<file path="config.mk">
export PLATFORM = sky130hd
export DESIGN_NAME = hazard_scoreboard
export DESIGN_NICKNAME = d
export VERILOG_FILES = /design/src/rtl/hazard_scoreboard.sv
export SDC_FILE = /design/constraint.sdc
export NUM_CORES = 1
export LEC_CHECK = 0
export BUFFER_PORTS_ARGS = -buffer_cell sky130_fd_sc_hd__clkbuf_2
export CAP_MARGIN = 20
export CORE_MARGIN = 8
export CORE_UTILIZATION = 50
export DETAILED_ROUTE_END_ITERATION = 16
export PLACE_DENSITY_LB_ADDON = 0.3
export SYNTH_ARGS = -nofsm -noshare
export SYNTH_HDL_FRONTEND = slang
export SYNTH_SLANG_ARGS = --single-unit
export TNS_END_PERCENT = 100
</file>
<file path="constraint.sdc">
create_clock -name clk_i -period 3.3 [get_ports clk_i]
set_input_delay 0 -clock clk_i [delete_from_list [all_inputs] [get_ports clk_i]]
set_output_delay 0 -clock clk_i [all_outputs]
set_load 0.05 [all_outputs]
</file>
<file path="src/rtl/hazard_scoreboard.sv">
// Per-register scoreboard beside decode: tracks cycles until each pending result reaches
// the register file, and derives decode stall, operand forwarding selects and a stall counter.
module hazard_scoreboard #(
  parameter int unsigned NUM_REGS    = 8,
  parameter int unsigned ADDR_W      = 3,
  parameter int unsigned LAT_W       = 3,
  parameter int unsigned SEC_REG     = 1,
  parameter bit          FWD_EN      = 1'b1,
  parameter int unsigned STALL_CNT_W = 16
) (
  input  logic                   clk_i,
  input  logic                   rst_i,
  input  logic                   issue_valid_i,
  input  logic [ADDR_W-1:0]      rs1_addr_i,
  input  logic [ADDR_W-1:0]      rs2_addr_i,
  input  logic                   rs1_used_i,
  input  logic                   rs2_used_i,
  input  logic [ADDR_W-1:0]      rd_addr_i,
  input  logic                   rd_write_i,
  input  logic                   rd2_write_i,
  input  logic [LAT_W-1:0]       lat_i,
  input  logic                   flush_i,
  output logic                   stall_o,
  output logic                   issue_fire_o,
  output logic [1:0]             fwd_a_o,
  output logic [1:0]             fwd_b_o,
  output logic [NUM_REGS-1:0]    busy_mask_o,
  output logic                   idle_o,
  output logic [STALL_CNT_W-1:0] stall_cnt_o
);

  localparam logic [LAT_W-1:0] LAT_MAX = LAT_W'((2 ** LAT_W) - 2);

  logic [LAT_W-1:0]       cnt_q [NUM_REGS];
  logic [LAT_W-1:0]       cnt_d [NUM_REGS];
  logic [STALL_CNT_W-1:0] stall_cnt_q;
  logic [STALL_CNT_W-1:0] stall_cnt_d;

  logic [LAT_W-1:0] lat_norm;
  logic [LAT_W-1:0] cnt_new;
  logic [LAT_W-1:0] c_rs1, c_rs2, c_rd, c_sec;
  logic [2:0]       eval_a, eval_b;
  logic             waw_haz, stall_raw, fire_raw;

  // {hazard, fwd} for one source given the remaining count of its register
  function automatic logic [2:0] src_eval(input logic used, input logic [LAT_W-1:0] c);
    logic       haz;
    logic [1:0] fwd;
    haz = 1'b0;
    fwd = 2'b00;
    if (used) begin
      if (c >= LAT_W'(3)) begin
        haz = 1'b1;
      end else if (c != '0) begin
        if (FWD_EN) fwd = (c == LAT_W'(1)) ? 2'b10 : 2'b01;
        else        haz = 1'b1;
      end
    end
    return {haz, fwd};
  endfunction

  always_comb begin
    lat_norm = lat_i;
    if (lat_i == '0)      lat_norm = LAT_W'(1);
    else if (lat_i == '1) lat_norm = LAT_MAX;
    cnt_new = lat_norm + LAT_W'(1);

    // Out-of-range addresses match no entry and read as idle
    c_rs1 = '0;
    c_rs2 = '0;
    c_rd  = '0;
    c_sec = '0;
    for (int unsigned r = 0; r < NUM_REGS; r++) begin
      if (rs1_addr_i == ADDR_W'(r)) c_rs1 = cnt_q[r];
      if (rs2_addr_i == ADDR_W'(r)) c_rs2 = cnt_q[r];
      if (rd_addr_i == ADDR_W'(r))  c_rd  = cnt_q[r];
      if (r == SEC_REG)             c_sec = cnt_q[r];
    end

    eval_a    = src_eval(rs1_used_i, c_rs1);
    eval_b    = src_eval(rs2_used_i, c_rs2);
    waw_haz   = (rd_write_i && (c_rd > cnt_new)) || (rd2_write_i && (c_sec > cnt_new));
    stall_raw = issue_valid_i && (eval_a[2] || eval_b[2] || waw_haz);
    fire_raw  = issue_valid_i && !stall_raw && !flush_i;

    stall_o      = !rst_i && stall_raw;
    issue_fire_o = !rst_i && fire_raw;
    fwd_a_o      = rst_i ? 2'b00 : eval_a[1:0];
    fwd_b_o      = rst_i ? 2'b00 : eval_b[1:0];

    // Issue write takes priority over the per-cycle decrement
    for (int unsigned r = 0; r < NUM_REGS; r++) begin
      cnt_d[r] = (cnt_q[r] != '0) ? cnt_q[r] - LAT_W'(1) : '0;
      if (fire_raw && rd_write_i && (rd_addr_i == ADDR_W'(r))) cnt_d[r] = cnt_new;
      if (fire_raw && rd2_write_i && (r == SEC_REG))           cnt_d[r] = cnt_new;
      busy_mask_o[r] = !rst_i && (cnt_q[r] != '0);
    end
    idle_o = (busy_mask_o == '0);

    stall_cnt_d = stall_cnt_q;
    if (stall_raw && !(&stall_cnt_q)) stall_cnt_d = stall_cnt_q + STALL_CNT_W'(1);
    stall_cnt_o = stall_cnt_q;
  end

  always_ff @(posedge clk_i) begin
    if (rst_i) begin
      for (int unsigned r = 0; r < NUM_REGS; r++) cnt_q[r] <= '0;
      stall_cnt_q <= '0;
    end else begin
      for (int unsigned r = 0; r < NUM_REGS; r++) cnt_q[r] <= cnt_d[r];
      stall_cnt_q <= stall_cnt_d;
    end
  end

endmodule
</file>
* Word-level counts from Yosys, hierarchy flattened
Memories as Yosys holds them, arrays and structs flattened.
Cells that the tools add are included.
Widths: inputs -> output; s select.
** Storage, ports and cells
- Flip-flop bits (word level) :: 16
- Bits in writable memories :: 24
- Bits of input ports :: 20
- Output and inout bits :: 31
- Logic and storage cells :: 165
- Memories kept :: 1
** Memories
- cnt_q :: depth 8, bits a word 3, rd ports 8, clocked after memory_dff 0, write ports 8, line 34 : logic [LAT_W-1:0] cnt_q [NUM_REGS];
** Cells by class
- Add/sub/neg operators :: 10
- Magnitude comparators :: 4
- Equal/unequal tests :: 24
- Multiplexer cells :: 68
- Bitwise operators :: 8
- Reductions and logical operators :: 49
** Operator list (count)
- $mux 3 :: 51
- $eq 3x3->1 const B :: 13
- $reduce_bool 3->1 :: 10
- $logic_and 1x1->1 :: 26
- $sub 3x1->3 const B :: 8
- $mux 2 :: 10
- $eq 3x2->1 const B :: 6
- $add 16x1->16 const B :: 1
- $reduce_and 16->1 :: 1
- $eq 3x1->1 const B :: 5
- $logic_not 3->1 :: 4
- $logic_not 8->1 :: 1
- $or 1x1->1 :: 8
- $mux 1 :: 7
- $ge 3x2->1 const B :: 2
- $gt 3x3->1 :: 2
- $logic_not 1->1 :: 4
- $add 3x1->3 const B :: 1
- $logic_or 1x1->1 :: 3

* Longest topological paths before layout
Gate-level depths: netlist of run 1.
- Word-level depth :: 23
- Gate-level depth with buffers :: 18
- Gate-level depth less buffers :: 15

* Least setup slack after synthesis of run 1
Ideal clock, no wire load.
- Path type :: input -> output
- Start point :: in rd_addr_i[0]
- End point :: out issue_fire_o
- Data arrival time :: 3.216 ns
- Required time :: 3.300 ns
- Slack :: 0.084 ns
- Stages on the path :: 12
- Buffers on the path :: 2
- Path through :: clkbuf_1 buf_1 nor2_1 a22o_1 a22oi_1 ha_1 nor2b_1 o21a_1 o211ai_1 o2111a_2 nand2_4 nor3_1
** On the way
- Longest elaborated chain between the ends :: 18
- Elaborated cells between the ends (all ways) :: 25
- Classes of those cells :: order compare (1); eq/ne (7); mux (8); reduce/logical (9)
** RTL lines
- from (decl) :: line 18 : input logic [ADDR_W-1:0] rd_addr_i,
- $logic_not 3->1 :: line 76 : if (rd_addr_i == ADDR_W'(r)) c_rd = cnt_q[r];
- $mux 3 (7 in a row) :: line 76
- $mux 3 * :: line 76
- $gt 3x3->1 * :: line 82 : waw_haz = (rd_write_i && (c_rd > cnt_new)) || (rd2_write_i && (c_sec > cnt_new));
- $logic_and 1x1->1 * :: line 82
- $logic_or 1x1->1 * :: line 82
- $logic_or 1x1->1 * :: line 83 : stall_raw = issue_valid_i && (eval_a[2] || eval_b[2] || waw_haz);
- $logic_and 1x1->1 * :: line 83
- $logic_not 1->1 * :: line 84 : fire_raw = issue_valid_i && !stall_raw && !flush_i;
- $logic_and 1x1->1 * (2 in a row) :: line 84
- $logic_and 1x1->1 * :: line 87 : issue_fire_o = !rst_i && fire_raw;
- to (decl) :: line 24 : output logic issue_fire_o,
Every way passes the cells marked *; elsewhere a longest branch is shown, timed or not.

==> results.yml, run 1 <==
outcome:
  run_status: "completed"
placement:
  place_area_um2: 3580
  numPlacedInstances: 489
  place_congestion: 0.869
  port_bufs: 50
  hpwl_after_detailed_placement_um: 6490
synthesis:
  yosys_warnings: 0
  synth_ff_type: "sky130_fd_sc_hd__dfxtp_1"
  mappedNetlistNets: 423
  synth_sequential_area_ratio: 0.242
  async_flop_share: 0
  synthesis.area_um2: 3310
  synth_enable_flop_cells: 0
  synth_cell_types: 50
  synth-seq-cells: 40
  post_synth_inst_count: 379
  mean_area_per_synthesized_cell_um2: 8.73
power:
  power_density_nw_per_um2: 319
  leakage_uw: 0.00152
  total_power_consumption_uw: 1180
  vdd_drop_max_v: 0.000156
cts:
  post-cts-setup-buffers: 0
  tritoncts: "yes"
  cts_root_buf: "sky130_fd_sc_hd__clkbuf_8"
  clock-sinks: 40
  clockBufferDepth: 2
  cts_hold_buf: 0
  htree_num_levels: 2
  clk-insertion-delay-late_ns: 0.30
  clk_slew_on_worst_s_h_paths_ns: 0.09
  post_cts.resized_instances: 0
  number_of_buffers_inserted_during_clock_tree_synthesis: 5
timing:
  slew_viol_final: 0
  fin_worst_skew_ns: 0.00952
  setup_violations: 0
  slew_headroom: 0.487
  tightest_slew_ns: 0.766
  tns_ns: 0
  max_freq_mhz: 326
  grt_setup_unrepaired: "no"
  fin_crit_sh: 0.930
  final-hold-violation-count: 0
  period_needed_ns: 3.07
setup_path:
  worst_r2r_path_depth: 13
  end_kind: "register"
  critPathBufInv: 0
  path_class: "register to register"
  rr_startpoint: "cnt_q[0][1]$_SDFF_PP0_"
  critical-path-max-stage-delay_ns: 0.41
  path_cells: "nor3b_1, a21oi_1, nor2_1, a21oi_1, a22oi_1, ha_1, nor2b_1, o21a_1, o211ai_1, o2111a_2, and2_4, and4b_4, mux2_1"
  crit_path_leading_delay_family: "simple AND/OR/NAND/NOR gates"
  worst_setup_sp_type: "register"
  crit_arrival_ns: 3.25
  reg2reg_slack_ns: 0.23
  worst_r2r_endpoint: "cnt_q[1][0]$_SDFF_PP0_"
  crit_top_cell: "sky130_fd_sc_hd__a21oi_1"
  worstPathMaxFanout: 18
  timing.critical_path.slowest_stage_cell: "sky130_fd_sc_hd__dfxtp_1"
  worst-endpoint-required_ns: 3.48
drt:
  avgRoutedWirePerCell_um: 17.0
  detail_route.drc_violations: 0
  first_iter_violations: 307
  drtPass1Iterations: 4
  routed_via_density: 5.85
  drt_wl_total_um: 8460
  detailroute.via_count: 2909
  final_antenna_net_count: 0
grt:
  largest_net_degree_at_the_start_of_global_routing: 51
  vias_in_the_first_global_route: 2753
  global_route_wire_length_before_repair_um: 13900
  grt_antenna_before_repair: 0
  grt-ovfl-total: 0
  track_usage: 0.174
layout:
  fin_nets: 463
  area_growth_syn_to_layout_pct: 11.9
  final_core_density: 0.580
  fin_area_um2: 3700
  final_layout_size_suffix_gt1_frac: 0.264
  final_cells: 497
  antenna-diode-count: 0
floorplan:
  fp.coreArea_um2: 6390
  floorplan.die_area_um2: 9480
  io-pin-count: 51
  fp-row-count: 29
  start_util: 0.518
  die_height_um: 97.4
  die_width_um: 97.4
hold_path:
  min-delay-path-class: "input pin to register"
  hold_path_sink: "cnt_q[0][5]$_SDFF_PP0_"
  hold_crit_start: "flush_i"
  min_delay_path_depth: 4
run:
  timing.max_cap.violations: 0
==> where the power goes <==
part | switching (uW) | internal [uW] | leakage (uW)
sequential | 11.2 | 488 | 0.000323
combinational | 159 | 83.5 | 0.00114
clock | 191 | 248 | 0.0000614
==> stage by stage <==
step	hold slack [ns]	worst slack, ns
after floorplan	0.274	0.0839
after global placement	0.458	0.324
after detailed placement	0.471	0.217
after CTS	0.162	0.231
after global routing	0.162	0.00453
final	0.164	0.232
==> how the worst max path moves through the flow <==
| stage | start | to | slack (ns) | depth (start not counted) |
|---|---|---|---|---|
| 3_5_place_dp | rd_addr_i[1] | cnt_q[1][0]$_SDFF_PP0_ | 0.22 | 14 |
| 5_1_grt | cnt_q[0][1]$_SDFF_PP0_ | cnt_q[1][1]$_SDFF_PP0_ | 0.005 | 13 |
| 3_3_place_gp | rd_addr_i[1] | cnt_q[1][1]$_SDFF_PP0_ | 0.32 | 14 |
| 2_1_floorplan | rd_addr_i[0] | issue_fire_o | 0.08 | 12 |
| 6_report | cnt_q[0][1]$_SDFF_PP0_ | cnt_q[1][0]$_SDFF_PP0_ | 0.23 | 13 |
| 4_1_cts | cnt_q[0][1]$_SDFF_PP0_ | cnt_q[1][0]$_SDFF_PP0_ | 0.23 | 13 |
==> tightest hold or removal path, delay by kind of cell <==
kind                   cells  cell delay [ns]
buffers and inverters      1             0.09
muxes                      1             0.12
and+or+nand+nor            2             0.21
==> Yosys cell counts (11+ instances only) <==
master / instances / area, um^2
sky130_fd_sc_hd__dfxtp_1: 40 / 801
sky130_fd_sc_hd__nand2_1: 31 / 116
sky130_fd_sc_hd__nor2_1: 30 / 113
sky130_fd_sc_hd__inv_1: 28 / 105
sky130_fd_sc_hd__ha_1: 24 / 300
sky130_fd_sc_hd__a21oi_1: 23 / 115
sky130_fd_sc_hd__mux2i_1: 16 / 160
sky130_fd_sc_hd__nand2b_1: 15 / 93.8
sky130_fd_sc_hd__clkbuf_1: 13 / 48.8
sky130_fd_sc_hd__mux4_2: 13 / 293
sky130_fd_sc_hd__o21ai_0: 12 / 60.1
sky130_fd_sc_hd__nor2b_1: 11 / 68.8
sky130_fd_sc_hd__nor3_1: 11 / 55.1
==> layout by cell type, fill, tap and decap left out, types with 13 or more instances in the layout <==
| cell | count |
|---|---|
| sky130_fd_sc_hd__ha_1 | 24 |
| sky130_fd_sc_hd__dfxtp_1 | 40 |
| sky130_fd_sc_hd__mux2i_1 | 16 |
| sky130_fd_sc_hd__nor2_1 | 30 |
| sky130_fd_sc_hd__mux4_2 | 13 |
| sky130_fd_sc_hd__nand2_1 | 31 |
| sky130_fd_sc_hd__nand2b_1 | 15 |
| sky130_fd_sc_hd__inv_1 | 28 |
| sky130_fd_sc_hd__a21oi_1 | 23 |
| sky130_fd_sc_hd__clkbuf_2 | 50 |
==> final cells by class <==
cell class | count | area (um^2)
inverters | 28 | 105
clock buffers | 6 | 82.6
fillers | 580 | 2680
well taps | 77 | 96.3
multi-input cells | 288 | 2290
repair buffers | 56 | 295
flip-flops and latches | 40 | 801
clock inverters | 2 | 38.8
==> logic make-up after synthesis <==
family / Yosys count / synth area share
multiplexers: 51 / 0.219
AND/OR/NAND/NOR: 157 / 0.279
buffers and inverters: 51 / 0.0673
AO/OA/AOI/OAI: 55 / 0.100
flip-flops: 40 / 0.242
XOR/XNOR: 1 / 0.00265
adder cells (fa/ha/maj): 24 / 0.0907
==> registers in the layout, summed over array words and instances (netlist names) <==
| signal | flops |
|---|---|
| cnt_q | 24 |
| stall_cnt_o | 16 |
==> routing by layer <==
layer | routed length (um) | track usage | up-vias | share of wire
met1 | 3750 | 0.232 | 1357 | 0.44
met5 | 0 | 0 | - | 0
met2 | 3880 | 0.272 | 98 | 0.46
met4 | 188 | 0.0536 | 0 | 0.022
li1 | - | - | 1436 | -
met3 | 640 | 0.0377 | 18 | 0.076
No activity file was read; power rests on OpenSTA's default activity.
==> run 2: changes to the inputs <==
--- a/config.mk
+++ b/config.mk
@@ -10,6 +10,8 @@
 export CORE_MARGIN = 8
 export CORE_UTILIZATION = 50
 export DETAILED_ROUTE_END_ITERATION = 16
+export GPL_TIMING_DRIVEN = 0
+export MAX_ROUTING_LAYER = met4
 export PLACE_DENSITY_LB_ADDON = 0.3
 export SYNTH_ARGS = -nofsm -noshare
 export SYNTH_HDL_FRONTEND = slang
==> results.yml, run 2 (synthesis gave the netlist of run 1 again) <==
outcome:
  run_status: "completed"
timing:
  slew_headroom: 0.539
  period_needed_ns: 3.15
  grt_setup_unrepaired: "no"
  fin_worst_skew_ns: 0.00666
  tightest_slew_ns: 0.688
  tns_ns: 0
  slew_viol_final: 0
  max_freq_mhz: 317
  fin_crit_sh: 0.956
  setup_ws_ns: 0.146
  final-hold-violation-count: 0
  setup_violations: 0
cts:
  post-cts-setup-buffers: 0
  tritoncts: "yes"
  cts_hold_buf: 0
  number_of_buffers_inserted_during_clock_tree_synthesis: 5
  post_cts.resized_instances: 0
  clock-sinks: 40
  clockBufferDepth: 2
  cts_root_buf: "sky130_fd_sc_hd__clkbuf_8"
  clk_slew_on_worst_s_h_paths_ns: 0.08
  htree_num_levels: 2
  clk-insertion-delay-late_ns: 0.31
grt:
  globalRouteMet3Util: 0.0405
  met1_usage: 0.246
  global_route.usage.met2: 0.314
  grt_antenna_before_repair: 0
  global_route_wire_length_before_repair_um: 15300
  track_usage: 0.200
  busiest_layer_in_global_routing: "met2"
  vias_in_the_first_global_route: 3008
  grt-ovfl-total: 0
  largest_net_degree_at_the_start_of_global_routing: 13
placement:
  hpwl_after_detailed_placement_um: 7040
  place_congestion: 0.930
  port_bufs: 43
  placement.setup.worst_slack_ns: -0.108
power:
  power_frac_clock: 0.307
  power_density_nw_per_um2: 296
  power_switching_share: 0.334
  p_switching_uw: 367
  leakage_uw: 0.00150
  p_comb_frac: 0.237
  p_seq_frac: 0.455
  vdd_drop_max_v: 0.000166
  power_report.internal_total_uw: 731
floorplan:
  start_util: 0.518
  floorplan.die_area_um2: 9480
  die_height_um: 97.4
  die_width_um: 97.4
  fp.coreArea_um2: 6390
  fp-row-count: 29
  io-pin-count: 51
drt:
  first_iter_violations: 285
  routed_via_density: 5.93
  final_antenna_net_count: 0
  detailroute.via_count: 3004
  avgRoutedWirePerCell_um: 18.0
  detail_route.drc_violations: 0
  drtPass1Iterations: 5
  drt_wl_total_um: 9130
setup_path:
  worst-endpoint-required_ns: 3.49
  path_class: "register to register"
  critPathBufInv: 2
  rr_startpoint: "cnt_q[1][11]$_SDFF_PP0_"
  path_cells: "inv_1, mux4_2, o21ai_0, ha_1, o21a_1, o211ai_1, o2111a_2, and2_4, buf_6, and4b_4, mux2_1"
  crit_arrival_ns: 3.35
  timing.critical_path.slowest_stage_cell: "sky130_fd_sc_hd__mux4_2"
  critical-path-max-stage-delay_ns: 0.50
  crit_path_leading_delay_family: "multiplexers"
  critical_path.startpoint: "cnt_q[1][11]$_SDFF_PP0_"
  worst_setup_sp_type: "register"
  end_kind: "register"
  worstPathMaxFanout: 10
layout:
  fin_nets: 473
  final_layout_size_suffix_gt1_frac: 0.240
  number_of_fillers_in_the_final_layout: 565
  layout_commonest_cell: "sky130_fd_sc_hd__clkbuf_2"
  antenna-diode-count: 0
  mostFrequentLayoutCells: "sky130_fd_sc_hd__clkbuf_2 (43), sky130_fd_sc_hd__dfxtp_1 (40), sky130_fd_sc_hd__nand2_1 (31)"
  largest_reg_flops: 24
  area_growth_syn_to_layout_pct: 12.0
  area.sequential_um2: 801
  multiInputGateArea_um2: 2290
  biggest_register: "cnt_q"
run:
  timing.max_cap.violations: 0
hold_path:
  hold_crit_start: "rd_addr_i[2]"
  min-delay-path-class: "input pin to register"
run 2: cell count changes in the layout (fill, tap and decap cells not counted), sizes merged:
cell / delta
clkbuf: +7
buf: +4
bufinv: -1
run 2: stage by stage:
stage | total power [uW] | utilization | hold WS (ns) | std cells | area (um^2)
2_1_floorplan | 698 | - | 0.274 | 379 | 3310
3_3_place_gp | 763 | 0.567 | 0.453 | 499 | 3620
3_5_place_dp | 768 | 0.567 | 0.473 | 499 | 3620
4_1_cts | 1100 | 0.580 | 0.152 | 507 | 3710
5_1_grt | 1150 | 0.580 | 0.179 | 507 | 3710
6_report | 1100 | 0.580 | 0.164 | 507 | 3710
run 2: layer usage:
metal,up-vias,share of wire
met5,-,0
met3,23,0.082
met4,0,0.024
li1,1443,-
met2,135,0.46
met1,1403,0.43
run 2: final timing paths:
check	to	slack (ns)	cells past startpoint
worst max-delay path	cnt_q[1][0]$_SDFF_PP0_	0.15	11
worst min-delay path	cnt_q[0][11]$_SDFF_PP0_	0.16	4
worst max register to register	cnt_q[1][0]$_SDFF_PP0_	0.15	11
worst min register to register	stall_cnt_o[14]$_SDFFE_PP0P_	0.50	2
run 2: worst reg2reg max path, stage by stage, from the launching register on:
cell	delay [ns]
sky130_fd_sc_hd__dfxtp_1	0.48
sky130_fd_sc_hd__inv_1	0.11
sky130_fd_sc_hd__mux4_2	0.50
sky130_fd_sc_hd__o21ai_0	0.21
sky130_fd_sc_hd__ha_1	0.28
sky130_fd_sc_hd__o21a_1	0.11
sky130_fd_sc_hd__o211ai_1	0.17
sky130_fd_sc_hd__o2111a_2	0.27
sky130_fd_sc_hd__and2_4	0.16
sky130_fd_sc_hd__buf_6	0.16
sky130_fd_sc_hd__and4b_4	0.29
sky130_fd_sc_hd__mux2_1	0.32
run 2: layout make-up:
class                      instances  share of cell area
buffer                            23              0.0317
sequential                        40               0.216
clock inverter                     1             0.00236
clock buffer                       7              0.0206
timing repair buffer              43              0.0581
multi-input combinational        288               0.617
inverter                          28              0.0284
tap                               77              0.0260
run 2: power groups by stage:
stage          Clock [uW]  Sequential [uW]  Combinational [uW]
3_5_place_dp            0              511                 257
6_report              338              500                 260
2_1_floorplan           0              512                 187
4_1_cts               342              500                 258
3_3_place_gp            0              511                 252
5_1_grt               362              501                 283
==> run 3: changes to the inputs <==
--- a/config.mk
+++ b/config.mk
@@ -12,7 +12,7 @@
 export DETAILED_ROUTE_END_ITERATION = 16
 export GPL_TIMING_DRIVEN = 0
 export MAX_ROUTING_LAYER = met4
-export PLACE_DENSITY_LB_ADDON = 0.3
+export PLACE_DENSITY = 0.72
 export SYNTH_ARGS = -nofsm -noshare
 export SYNTH_HDL_FRONTEND = slang
 export SYNTH_SLANG_ARGS = --single-unit
==> results.yml, run 3 (synthesis gave the netlist of run 1 again) <==
setup_path:
  crit_arrival_ns: 3.32
  path_cells: "clkbuf_1, clkbuf_1, nor3b_1, a21oi_1, nor2_1, a21oi_1, a22oi_2, ha_1, nor2b_1, o21a_1, o211ai_1, o2111a_2, and2_4, buf_6, and4b_4, mux2_1"
  worst-endpoint-required_ns: 3.49
  path_class: "input pin to register"
  worst_setup_sp_type: "input pin"
  end_kind: "register"
  worst_r2r_path_depth: 14
  worstPathMaxFanout: 10
  timing.critical_path.slowest_stage_cell: "sky130_fd_sc_hd__clkbuf_1"
  critical-path-max-stage-delay_ns: 0.44
grt:
  track_usage: 0.190
  grt-ovfl-total: 0
  vias_in_the_first_global_route: 2875
  global_route_wire_length_before_repair_um: 14600
  grt_antenna_before_repair: 0
  largest_net_degree_at_the_start_of_global_routing: 15
placement:
  hpwl_after_detailed_placement_um: 7010
  place_congestion: 0.925
  port_bufs: 43
timing:
  fin_crit_sh: 0.948
  slew_viol_final: 0
  slew_headroom: 0.609
  grt_setup_unrepaired: "no"
  setup_violations: 0
  final-hold-violation-count: 0
  max_freq_mhz: 319
  period_needed_ns: 3.13
  tightest_slew_ns: 0.584
  tns_ns: 0
  fin_worst_skew_ns: 0.0103
cts:
  clk-insertion-delay-late_ns: 0.30
  cts_hold_buf: 0
  htree_num_levels: 2
  clk_slew_on_worst_s_h_paths_ns: 0.09
  cts_root_buf: "sky130_fd_sc_hd__clkbuf_8"
  clockBufferDepth: 2
  number_of_buffers_inserted_during_clock_tree_synthesis: 5
  tritoncts: "yes"
  clock-sinks: 40
drt:
  drtPass1Iterations: 5
  detail_route.drc_violations: 0
  detailroute.via_count: 2997
  routed_via_density: 5.91
  avgRoutedWirePerCell_um: 17.6
  final_antenna_net_count: 0
  drt_wl_total_um: 8910
  first_iter_violations: 248
power:
  vdd_drop_max_v: 0.000237
  power_density_nw_per_um2: 317
  power_report.internal_total_uw: 808
  p_seq_frac: 0.421
  power_frac_clock: 0.359
  leakage_uw: 0.00151
  p_switching_uw: 379
  p_comb_frac: 0.220
  total_power_consumption_uw: 1190
  power_switching_share: 0.319
floorplan:
  die_height_um: 97.4
  floorplan.die_area_um2: 9480
  fp-row-count: 29
  fp.coreArea_um2: 6390
  io-pin-count: 51
  start_util: 0.518
  die_width_um: 97.4
layout:
  final_layout_size_suffix_gt1_frac: 0.247
  layout_commonest_cell: "sky130_fd_sc_hd__clkbuf_2"
  fin_nets: 473
  final_core_density: 0.586
  mostFrequentLayoutCells: "sky130_fd_sc_hd__clkbuf_2 (43), sky130_fd_sc_hd__dfxtp_1 (40), sky130_fd_sc_hd__nand2_1 (31)"
  largest_reg_flops: 24
  biggest_register: "cnt_q"
  area_growth_syn_to_layout_pct: 13.0
  antenna-diode-count: 0
hold_path:
  min-delay-path-class: "input pin to register"
  min_delay_path_depth: 4
outcome:
  run_status: "completed"
run:
  timing.max_cap.violations: 0
## run 3: changes by cell type in the layout (fill, tap and decap cells not counted), sizes merged
cell and delta:
bufinv +1, clkbuf -2, clkinv -1, clkinvlp +1
inv +1
## run 3: final cells by class
cell class              instances  area [um^2]
plain buffers                  23          118
clock buffers                   5         68.8
clock inverters                 3         46.3
fillers                       596         2650
inverters                      28          105
multi-input cells             288         2290
flip-flops and latches         40          801
well taps                      77         96.3
repair buffers                 43          215
## run 3: worst paths after layout
path                                                   from                     endpoint  slack [ns]
worst max-delay path                           rd_addr_i[1]       cnt_q[1][1]$_SDFF_PP0_        0.17
worst min-delay path                           rd_addr_i[2]       cnt_q[0][2]$_SDFF_PP0_        0.15
worst max register to register       cnt_q[0][1]$_SDFF_PP0_       cnt_q[1][1]$_SDFF_PP0_        0.19
worst min register to register  stall_cnt_o[4]$_SDFFE_PP0P_  stall_cnt_o[4]$_SDFFE_PP0P_        0.51
## run 3: critical path, delay by kind of cell
family | cells | cell delay (ns)
AND/OR/NAND/NOR | 5 | 0.72
buffers and inverters | 3 | 0.89
AO/OA/AOI/OAI | 6 | 1.04
adder cells (fa/ha/maj) | 1 | 0.34
multiplexers | 1 | 0.32
## run 3: power by group through the flow
| stage | logic, uW | clock network [uW] | registers (uW) |
|---|---|---|---|
| finish | 261 | 426 | 500 |
| CTS | 260 | 439 | 500 |
| floorplan | 187 | 0 | 512 |
| detailed placement | 258 | 0 | 511 |
| global placement | 253 | 0 | 511 |
| global route | 283 | 457 | 502 |
## run 3: stage by stage
| step | hold WS [ns] | cell area, um^2 | setup slack [ns] | std cells |
|---|---|---|---|---|
| floorplan | 0.274 | 3310 | 0.0839 | 379 |
| global route | 0.175 | 3740 | 0.0153 | 507 |
| CTS | 0.146 | 3740 | 0.147 | 507 |
| detailed placement | 0.474 | 3620 | -0.133 | 499 |
| finish | 0.153 | 3740 | 0.170 | 507 |
| global placement | 0.456 | 3620 | -0.0738 | 499 |
## run 3: what timing repair did
action / CTS / global route
resized for setup: 0 / 1
buffers inserted: 0 / 0
endpoints found under the setup margin: 0 / 9
## run 3: routing by layer
metal	vias up	part of all wire	global-route usage
met5	-	0	-
met4	0	0.018	0.0734
met3	15	0.061	0.0306
met2	112	0.47	0.289
met1	1424	0.46	0.245
li1	1446	-	-
